===== config.mk =====
export PLATFORM = sky130hd
export DESIGN_NAME = clk_gate_ctrl_flat
export DESIGN_NICKNAME = d
export VERILOG_FILES = /design/src/rtl/clk_gate_ctrl_if.sv /design/src/rtl/clk_gate_ctrl.sv /design/src/flat_wrapper.sv
export SDC_FILE = /design/constraint.sdc
export NUM_CORES = 1
export LEC_CHECK = 0
export CAP_MARGIN = 5
export CORE_UTILIZATION = 40
export CTS_CLUSTER_DIAMETER = 150
export DETAILED_ROUTE_END_ITERATION = 6
export PLACE_DENSITY = 0.66
export SYNTH_ARGS = -nofsm -noshare
export SYNTH_HDL_FRONTEND = slang
export SYNTH_SLANG_ARGS = --single-unit

===== constraint.sdc =====
create_clock -name clk_in -period 1.98 [get_ports clk_in]
set_input_delay 0.297 -clock clk_in [delete_from_list [all_inputs] [get_ports clk_in]]
set_output_delay 0.297 -clock clk_in [all_outputs]
set_load 0.1 [all_outputs]

===== src/rtl/clk_gate_ctrl_if.sv =====
// clk_gate_ctrl_if: request/grant bundle between requesters (master) and clk_gate_ctrl (slave)
// Ports carried:
//   req         requester -> ctrl  per-requester level clock request
//   force_on    requester -> ctrl  debug override, a request that never gets an ack
//   evt_clr     requester -> ctrl  synchronous clear of wake_events
//   clk_en      ctrl -> requester  registered enable for the clock-gating cell
//   ack         ctrl -> requester  per-requester grant, clock enabled and stable
//   state_o     ctrl -> requester  0 OFF, 1 WAKE, 2 ON, 3 IDLE
//   wake_events ctrl -> requester  saturating count of OFF->WAKE transitions
interface clk_gate_ctrl_if #(
  parameter int N_REQ = 4,
  parameter int EVT_W = 16
);
  logic [N_REQ-1:0] req;
  logic force_on;
  logic evt_clr;
  logic clk_en;
  logic [N_REQ-1:0] ack;
  logic [1:0] state_o;
  logic [EVT_W-1:0] wake_events;
  modport master (output req, force_on, evt_clr, input clk_en, ack, state_o, wake_events);
  modport slave (input req, force_on, evt_clr, output clk_en, ack, state_o, wake_events);
endinterface


===== src/rtl/clk_gate_ctrl.sv =====
// clk_gate_ctrl: wakes a shared gated clock on demand, acks once stable, gates it after an idle hysteresis
// Ports:
//   clk_in  free-running ungated clock, rising edge
//   rst_n   asynchronous active-low reset
//   bus     clk_gate_ctrl_if slave: req/force_on/evt_clr in, clk_en/ack/state_o/wake_events out
module clk_gate_ctrl #(
  parameter int N_REQ    = 4,
  parameter int WAKE_CYC = 4,
  parameter int IDLE_CYC = 8,
  parameter int CNT_W    = 8,
  parameter int EVT_W    = 16
) (
  input logic clk_in,
  input logic rst_n,
  clk_gate_ctrl_if.slave bus
);
  typedef enum logic [1:0] {OFF = 2'd0, WAKE = 2'd1, ON = 2'd2, IDLE = 2'd3} state_e;
  state_e state_q, state_d;
  logic [CNT_W-1:0] cnt_q, cnt_d;
  logic [EVT_W-1:0] evt_q, evt_d;
  logic [N_REQ-1:0] ack_q, ack_d;
  logic clk_en_q;
  logic any_req, cnt_zero;
  assign any_req = |bus.req | bus.force_on;
  assign cnt_zero = cnt_q == '0;
  always_comb begin
    state_d = state_q;
    cnt_d = cnt_q;
    case (state_q)
      OFF: begin
        state_d = any_req ? WAKE : OFF;
        cnt_d = any_req ? CNT_W'(WAKE_CYC - 1) : cnt_q;
      end
      WAKE: begin
        state_d = cnt_zero ? ON : WAKE;
        cnt_d = cnt_zero ? cnt_q : cnt_q - CNT_W'(1);
      end
      ON: begin
        state_d = any_req ? ON : IDLE;
        cnt_d = any_req ? cnt_q : CNT_W'(IDLE_CYC - 1);
      end
      IDLE: begin
        // a request landing on the expiry edge wins: straight back to ON, no re-wake
        state_d = any_req ? ON : cnt_zero ? OFF : IDLE;
        cnt_d = (any_req || cnt_zero) ? cnt_q : cnt_q - CNT_W'(1);
      end
    endcase
    // clear beats a coincident increment
    evt_d = bus.evt_clr ? '0 :
            (state_q == OFF && any_req && !(&evt_q)) ? evt_q + EVT_W'(1) : evt_q;
    ack_d = state_d == ON ? bus.req : '0;
  end
  always_ff @(posedge clk_in or negedge rst_n) begin
    if (!rst_n) begin
      state_q <= OFF;
      cnt_q <= '0;
      evt_q <= '0;
      ack_q <= '0;
      clk_en_q <= 1'b0;
    end else begin
      state_q <= state_d;
      cnt_q <= cnt_d;
      evt_q <= evt_d;
      ack_q <= ack_d;
      clk_en_q <= state_d != OFF;
    end
  end
  assign bus.clk_en = clk_en_q;
  assign bus.ack = ack_q;
  assign bus.state_o = state_q;
  assign bus.wake_events = evt_q;
  ack_needs_on: assert property (@(posedge clk_in) disable iff (!rst_n) |ack_q |-> state_q == ON);
  en_tracks_state: assert property (@(posedge clk_in) disable iff (!rst_n) clk_en_q == (state_q != OFF));
endmodule

===== src/flat_wrapper.sv =====
// flat-port wrapper written by rule: the top's interface ports become plain ports
module clk_gate_ctrl_flat 
#(
  parameter int N_REQ    = 4,
  parameter int WAKE_CYC = 4,
  parameter int IDLE_CYC = 8,
  parameter int CNT_W    = 8,
  parameter int EVT_W    = 16
)
  (clk_in, rst_n, bus_req, bus_force_on, bus_evt_clr, bus_clk_en, bus_ack, bus_state_o, bus_wake_events);
  clk_gate_ctrl_if #(.N_REQ(N_REQ), .EVT_W(EVT_W)) bus_i ();
  input logic clk_in;
  input logic rst_n;
  input wire logic [$bits(bus_i.req)-1:0] bus_req;
  input wire logic [$bits(bus_i.force_on)-1:0] bus_force_on;
  input wire logic [$bits(bus_i.evt_clr)-1:0] bus_evt_clr;
  output wire logic [$bits(bus_i.clk_en)-1:0] bus_clk_en;
  output wire logic [$bits(bus_i.ack)-1:0] bus_ack;
  output wire logic [$bits(bus_i.state_o)-1:0] bus_state_o;
  output wire logic [$bits(bus_i.wake_events)-1:0] bus_wake_events;
  assign bus_i.req = bus_req;
  assign bus_i.force_on = bus_force_on;
  assign bus_i.evt_clr = bus_evt_clr;
  assign bus_clk_en = bus_i.clk_en;
  assign bus_ack = bus_i.ack;
  assign bus_state_o = bus_i.state_o;
  assign bus_wake_events = bus_i.wake_events;
  clk_gate_ctrl #(.N_REQ(N_REQ), .WAKE_CYC(WAKE_CYC), .IDLE_CYC(IDLE_CYC), .CNT_W(CNT_W), .EVT_W(EVT_W)) u_core (.clk_in(clk_in), .rst_n(rst_n), .bus(bus_i));
endmodule

==> results of run 1 <==
-- worst paths after layout --
check                                                        end  slack [ns]                         from  depth (start not counted)
max reg2reg                          u_core.cnt_q[7]$_DFFE_PN0P_        0.05  u_core.cnt_q[2]$_DFFE_PN0P_                          5
min reg2reg                          u_core.cnt_q[0]$_DFFE_PN0P_        0.56  u_core.cnt_q[0]$_DFFE_PN0P_                          2
min in group clk_in                  u_core.cnt_q[0]$_DFFE_PN0P_        0.56  u_core.cnt_q[0]$_DFFE_PN0P_                          2
min                        u_core.bus.wake_events[3]$_DFFE_PN0P_        0.42                        rst_n                          2
max                                  u_core.cnt_q[7]$_DFFE_PN0P_        0.05  u_core.cnt_q[2]$_DFFE_PN0P_                          5
max in group asynchronous  u_core.bus.wake_events[2]$_DFFE_PN0P_        1.24                        rst_n                          2
-- power groups by stage --
stage | clock network (W) | logic [W] | registers, W
CTS | 0.000564 | 0.000156 | 0.000650
global route | 0.000602 | 0.000168 | 0.000651
finish | 0.000547 | 0.000156 | 0.000650
floorplan | 0 | 0.0000516 | 0.000698
detailed placement | 0 | 0.000156 | 0.000662
global placement | 0 | 0.000150 | 0.000662
-- state kept, by name (all words and copies together), names as in the netlist --
register / cells
u_core.bus.wake_events: 16
u_core.cnt_q: 8
u_core.bus.ack: 4
u_core.bus.state_o: 2
u_core.bus.clk_en: 1
-- cell families (layout without fill, tap and decap cells) --
logic type | count (synthesis) | after routing | synth area share
compound gates | 23 | 23 | 0.118
xor+xnor | 17 | 17 | 0.0898
fa+ha+maj | 2 | 2 | 0.0151
buf+inv | 10 | 75 | 0.0242
flops | 31 | 31 | 0.468
mux | 2 | 2 | 0.0121
simple gates | 84 | 84 | 0.273
-- synthesized netlist by cell type --
master / number
dfrtp_1: 31
nor2_1: 26
nand2_1: 14
xnor2_1: 13
nand3_1: 9
a211oi_1: 5
inv_1: 5
nor2b_1: 5
nor3_1: 5
a21oi_1: 4
nand4_1: 4
nor4_1: 4
o21ai_0: 4
xor2_1: 4
a2111oi_0: 3
and3_1: 3
a31oi_1: 2
buf_2: 2
clkbuf_1: 2
ha_1: 2
mux2i_1: 2
nand2b_1: 2
or3_4: 2
a2111oi_4: 1
a221o_1: 1
and2_0: 1
and4_1: 1
buf_1: 1
nand3_2: 1
nand3b_1: 1
nor3b_1: 1
nor4b_1: 1
nor4b_4: 1
o31ai_1: 1
o31ai_2: 1
o31ai_4: 1
or2b_1: 1
or4_1: 1
or4b_1: 1
-- metrics by stage --
stage               std cells  hold slack (ns)  total power, W
global route              284            0.450         0.00142
CTS                       283            0.428         0.00137
detailed placement        275            0.541        0.000818
global placement          275            0.531        0.000811
finish                    284            0.416         0.00135
floorplan                 169          0.00141        0.000750
-- layer usage --
metal	track usage	part of all wire	routed length (um)
met1	0.239	0.41	1690
met4	0.106	0.027	112
met5	0	0	0
met3	0.0603	0.037	156
met2	0.334	0.53	2220
-- layout make-up --
| type | count | area, um2 |
|---|---|---|
| clock buffers | 8 | 100 |
| fillers | 355 | 1620 |
| inverters | 5 | 18.8 |
| multi-input cells | 128 | 910 |
| flip-flops and latches | 31 | 806 |
| well taps | 50 | 62.6 |
| repair buffers | 62 | 483 |
-- timing repair --
action | CTS | global route
endpoints found under the setup margin | 15 | 15
pin swaps | 1 | 4
hold endpoints to repair | 0 | 0
setup buffers | 0 | 1
hold buffers | 0 | 0
gates cloned | 0 | 0
resized for setup | 4 | 13
==> run_results.csv, run 1 <==
group,metric,value,unit
floorplan,rows,23,
pwr,switching_power,0.000333,W
sta,max_freq,519,MHz
clock_network,clk_latency,0.28,ns
grt,grt-ovfl-total,0,
worst_setup_path,path_cells,"or3_4 > a2111oi_4 > nand3_2 > or4_4 > a21oi_2",
yosys,syn_area,1660,um2
grt,grt_max_degree,32,
sta,fin_ws,0.0524,ns
worst_setup_path,worst_path_largest_cell_delay,0.43,ns
clock_network,clock_path_buffers,2,
min_path,hold_path_class,"in2async",
pwr,p_seq_frac,0.481,
worst_setup_path,cp-end-kind,"register",
floorplan,die_w,66.4,um
pwr,p_sw_frac,0.246,
floorplan,dieArea,4410,um2
detailed_routing,ant_nets,0,
placement,post-place-ws,-0.281,ns
worst_setup_path,arrival,2.13,ns
finish,mostFrequentLayoutCell,"buf_4",
grt,grt_pass1_wl,6640,um
sta,hold_violations,0,
grt,antenna_found_initial,0,
worst_setup_path,required,2.18,ns
grt,grtUsageTotal,0.204,
yosys,synth-seq-cells,31,
finish,final_cell_mix,"55 x buf_4, 26 x nor2_1, 15 x dfrtp_2",
floorplan,io_pins,31,
worst_setup_path,critical-path-top-delay-family,"simple AND/OR/NAND/NOR gates",
detailed_routing,dr.pass1.iters,4,
grt,grt_pass1_vias,1454,
sta,slew_violations,0,
yosys,synth_area_leaders,"dfrtp_1 47%, xnor2_1 6.9%, nor2_1 5.9%",
finish,finish.utilization,0.595,
yosys,synth_top_area_frac,0.468,
worst_setup_path,cp-start-kind,"register",
placement,io_buffers,30,
detailed_routing,routed-via-count,1508,
pwr,pwr-share-comb,0.115,
run,drv_cap,0,
clock_network,clk_pin_slew,0.07,ns
detailed_routing,drt_first_iter_violations,100,
sta,fin_skew,0.0118,ns
yosys,synth_fp_nets,179,
finish,antenna_cells,0,
pwr,ir_drop,0.000310,V
placement,dpl-instance-area,2210,um2
detailed_routing,drt_wl_total,4180,um
placement,hpwl,2990,um
pwr,clkPwrFrac,0.404,
sta,totalNegativeSetupSlack,0,ns
yosys,ys_seq_area_frac,0.468,
floorplan,die_h,66.4,um
yosys,ys_warn_count,0,
worst_setup_path,slowest_stage,"or4_4",
sta,tightest_slew,0.603,ns
sta,min_period_over_period,0.974,
floorplan,initial_core_util,0.414,
detailed_routing,drc_errors,0,
worst_setup_path,cp_num_buf_inv,0,
yosys,synth_cell_types,39,
sta,finalCriticalPeriod,1.93,ns
finish,post-route-cell-area,2380,um2
worst_setup_path,cp_max_fo,3,
sta,relSlewSlack,0.597,
finish,nNetsFinal,243,
detailed_routing,wire_per_inst,14.7,um
clock_network,htreeDepth,2,
finish,syn_to_final_growth,43.5,%
clock_network,cts_tree,"yes",
floorplan,core-area,4000,um2
clock_network,numCtsBuffers,5,
outcome,status,"finished clean",
pwr,cellInternalPower,0.00102,W
detailed_routing,via_per_inst,5.31,
pwr,powerDensity,569,nW/um2
worst_setup_path,critPathKind,"reg2reg",
clock_network,numClockSinks,31,
yosys,synth_top_area_cell,"dfrtp_1",
placement,routabilityCongestion,0.849,
yosys,synth_cells,169,
clock_network,clockRootBuffer,"clkbuf_8",
yosys,syn_avg_cell_area,9.81,um2
sta,setup_viol_count_final,0,
finish,drive_gt1_frac,0.419,
pwr,power_leakage,0.997,nW
Note: power is estimated with default switching activity, not from simulation.
==> inputs of run 2 (changes only) <==
--- a/config.mk
+++ b/config.mk
@@ -9,6 +9,7 @@
 export CORE_UTILIZATION = 40
 export CTS_CLUSTER_DIAMETER = 150
 export DETAILED_ROUTE_END_ITERATION = 6
+export MAX_ROUTING_LAYER = met4
 export PLACE_DENSITY = 0.66
 export SYNTH_ARGS = -nofsm -noshare
 export SYNTH_HDL_FRONTEND = slang
==> run_results.csv, run 2 (synthesis results as in run 1) <==
group,metric,value,unit
worst_setup_path,arrival,2.12,ns
grt,grt_use_met2,0.324,
clock_network,clock_path_buffers,2,
worst_setup_path,r2r_slack,0.007,ns
min_path,hold_path_class,"in2async",
pwr,switching_power,0.000321,W
worst_setup_path,cp_max_fo,4,
sta,fin_skew,0.00542,ns
pwr,p_seq_frac,0.486,
pwr,pwr-share-comb,0.113,
grt,grt_use_met3,0.0569,
detailed_routing,routed-via-count,1457,
sta,max_freq,507,MHz
detailed_routing,wire_per_inst,13.4,um
finish,nNetsFinal,242,
grt,antenna_found_initial,0,
sta,relSlewSlack,0.444,
clock_network,numCtsBuffers,5,
worst_setup_path,cp_num_buf_inv,1,
clock_network,clk_pin_slew,0.06,ns
worst_setup_path,required,2.13,ns
sta,tightest_slew,0.830,ns
sta,totalNegativeSetupSlack,0,ns
pwr,cellInternalPower,0.00102,W
grt,grt-ovfl-total,0,
placement,io_buffers,30,
worst_setup_path,r2r_cells,7,
placement,hpwl,2790,um
finish,final_cell_mix,"54 x buf_4, 26 x nor2_1, 15 x dfrtp_2",
worst_setup_path,slowest_stage,"dfrtp_4",
pwr,ir_drop,0.000278,V
grt,grtUsageTotal,0.198,
finish,antenna_cells,0,
sta,finalCriticalPeriod,1.97,ns
finish,syn_to_final_growth,40.9,%
finish,layoutNonFillerInstCount,283,
detailed_routing,drt_wl_total,3790,um
worst_setup_path,cp-end-kind,"register",
grt,grt_pass1_vias,1405,
finish,largest_reg_flops,16,
grt,met1_usage,0.216,
clock_network,clockRootBuffer,"clkbuf_8",
sta,min_period_over_period,0.997,
clock_network,clk_latency,0.28,ns
worst_setup_path,worst_path_largest_cell_delay,0.47,ns
clock_network,cts_tree,"yes",
floorplan,initial_core_util,0.414,
detailed_routing,dr.pass1.iters,4,
floorplan,io_pins,31,
worst_setup_path,crit_cells,7,
floorplan,core-area,4000,um2
clock_network,htreeDepth,2,
sta,slew_violations,0,
grt,grt_max_degree,32,
grt,grt_pass1_wl,6190,um
sta,rsz0062_at_grt,"yes",
grt,busiest_layer,"met2",
worst_setup_path,crit_path_end,"u_core.bus.wake_events[7]$_DFFE_PN0P_",
finish,drive_gt1_frac,0.399,
floorplan,die_w,66.4,um
outcome,status,"finished clean",
floorplan,rows,23,
worst_setup_path,startpoint,"u_core.bus.wake_events[0]$_DFFE_PN0P_",
worst_setup_path,critical-path-top-delay-family,"simple AND/OR/NAND/NOR gates",
worst_setup_path,path_cells,"ha_2 > and4_1 > and2_2 > a2111oi_1 > buf_4 > xnor2_1 > nor2_1",
detailed_routing,via_per_inst,5.15,
worst_setup_path,critPathKind,"reg2reg",
worst_setup_path,regToRegStartpoint,"u_core.bus.wake_events[0]$_DFFE_PN0P_",
pwr,clkPwrFrac,0.402,
floorplan,die_h,66.4,um
placement,routabilityCongestion,0.858,
clock_network,numClockSinks,31,
run,drv_cap,0,
clock_network,hold_buffers,0,
placement,post-place-ws,-0.276,ns
detailed_routing,drc_errors,0,
pwr,power_leakage,0.973,nW
worst_setup_path,cp-start-kind,"register",
detailed_routing,drt_first_iter_violations,57,
sta,hold_violations,0,
pwr,p_sw_frac,0.240,
pwr,powerDensity,574,nW/um2
sta,setup_viol_count_final,0,
placement,dp.cells,274,
floorplan,dieArea,4410,um2
sta,fin_ws,0.00674,ns
finish,mostFrequentLayoutCell,"buf_4",
worst_setup_path,timing.rr.end,"u_core.bus.wake_events[7]$_DFFE_PN0P_",
detailed_routing,ant_nets,0,
-- run 2: stage by stage --
stage | area, um2 | total power, W | hold WS, ns | util
2_1_floorplan | 1690 | 0.000750 | 0.00141 | -
3_3_place_gp | 2200 | 0.000811 | 0.531 | 0.550
3_5_place_dp | 2200 | 0.000817 | 0.544 | 0.550
4_1_cts | 2310 | 0.00137 | 0.437 | 0.578
5_1_grt | 2340 | 0.00140 | 0.460 | 0.584
6_report | 2340 | 0.00134 | 0.427 | 0.584
-- run 2: layout make-up --
type / count / area (um2)
Clock buffer: 8 / 100
Fill cell: 353 / 1660
Inverter: 5 / 18.8
Multi-Input combinational cell: 128 / 873
Sequential cell: 31 / 806
Tap cell: 50 / 62.6
Timing Repair Buffer: 61 / 475
-- run 2: layer usage --
layer  vias to the layer above  part of all wire
met1                       696              0.44
met2                        27              0.50
met3                         8             0.045
li1                        726                 -
met5                         -                 0
met4                         0             0.023
-- run 2: how the worst min path moves through the flow --
stage	startpoint	endpoint	slack, ns	cells past startpoint
2_1_floorplan	rst_n	u_core.bus.ack[0]$_DFF_PN0_	0.001	0
3_3_place_gp	u_core.cnt_q[0]$_DFFE_PN0P_	u_core.cnt_q[0]$_DFFE_PN0P_	0.53	2
3_5_place_dp	u_core.cnt_q[0]$_DFFE_PN0P_	u_core.cnt_q[0]$_DFFE_PN0P_	0.54	2
4_1_cts	rst_n	u_core.bus.wake_events[14]$_DFFE_PN0P_	0.44	2
5_1_grt	rst_n	u_core.bus.wake_events[1]$_DFFE_PN0P_	0.46	2
6_report	rst_n	u_core.bus.wake_events[14]$_DFFE_PN0P_	0.43	2
-- run 2: power groups by stage --
stage          combinational, W  sequential (W)  clock [W]
4_1_cts                0.000154        0.000651   0.000561
5_1_grt                0.000164        0.000652   0.000584
3_3_place_gp           0.000149        0.000662          0
6_report               0.000151        0.000651   0.000539
3_5_place_dp           0.000154        0.000662          0
2_1_floorplan         0.0000516        0.000698          0
-- run 2: timing repair --
| action | 4_1_cts | 5_1_grt |
|---|---|---|
| setup endpoints to repair | 12 | 14 |
| buffers inserted | 0 | 1 |
| resized for setup | 6 | 4 |
| pin swaps | 0 | 2 |
==> inputs of run 3 (changes only) <==
--- a/config.mk
+++ b/config.mk
@@ -11,6 +11,7 @@
 export DETAILED_ROUTE_END_ITERATION = 6
 export MAX_ROUTING_LAYER = met4
 export PLACE_DENSITY = 0.66
+export SLEW_MARGIN = 0
 export SYNTH_ARGS = -nofsm -noshare
 export SYNTH_HDL_FRONTEND = slang
 export SYNTH_SLANG_ARGS = --single-unit
==> results of run 3 <==
Final layout, timing and power as in run 2 (identical DEF).
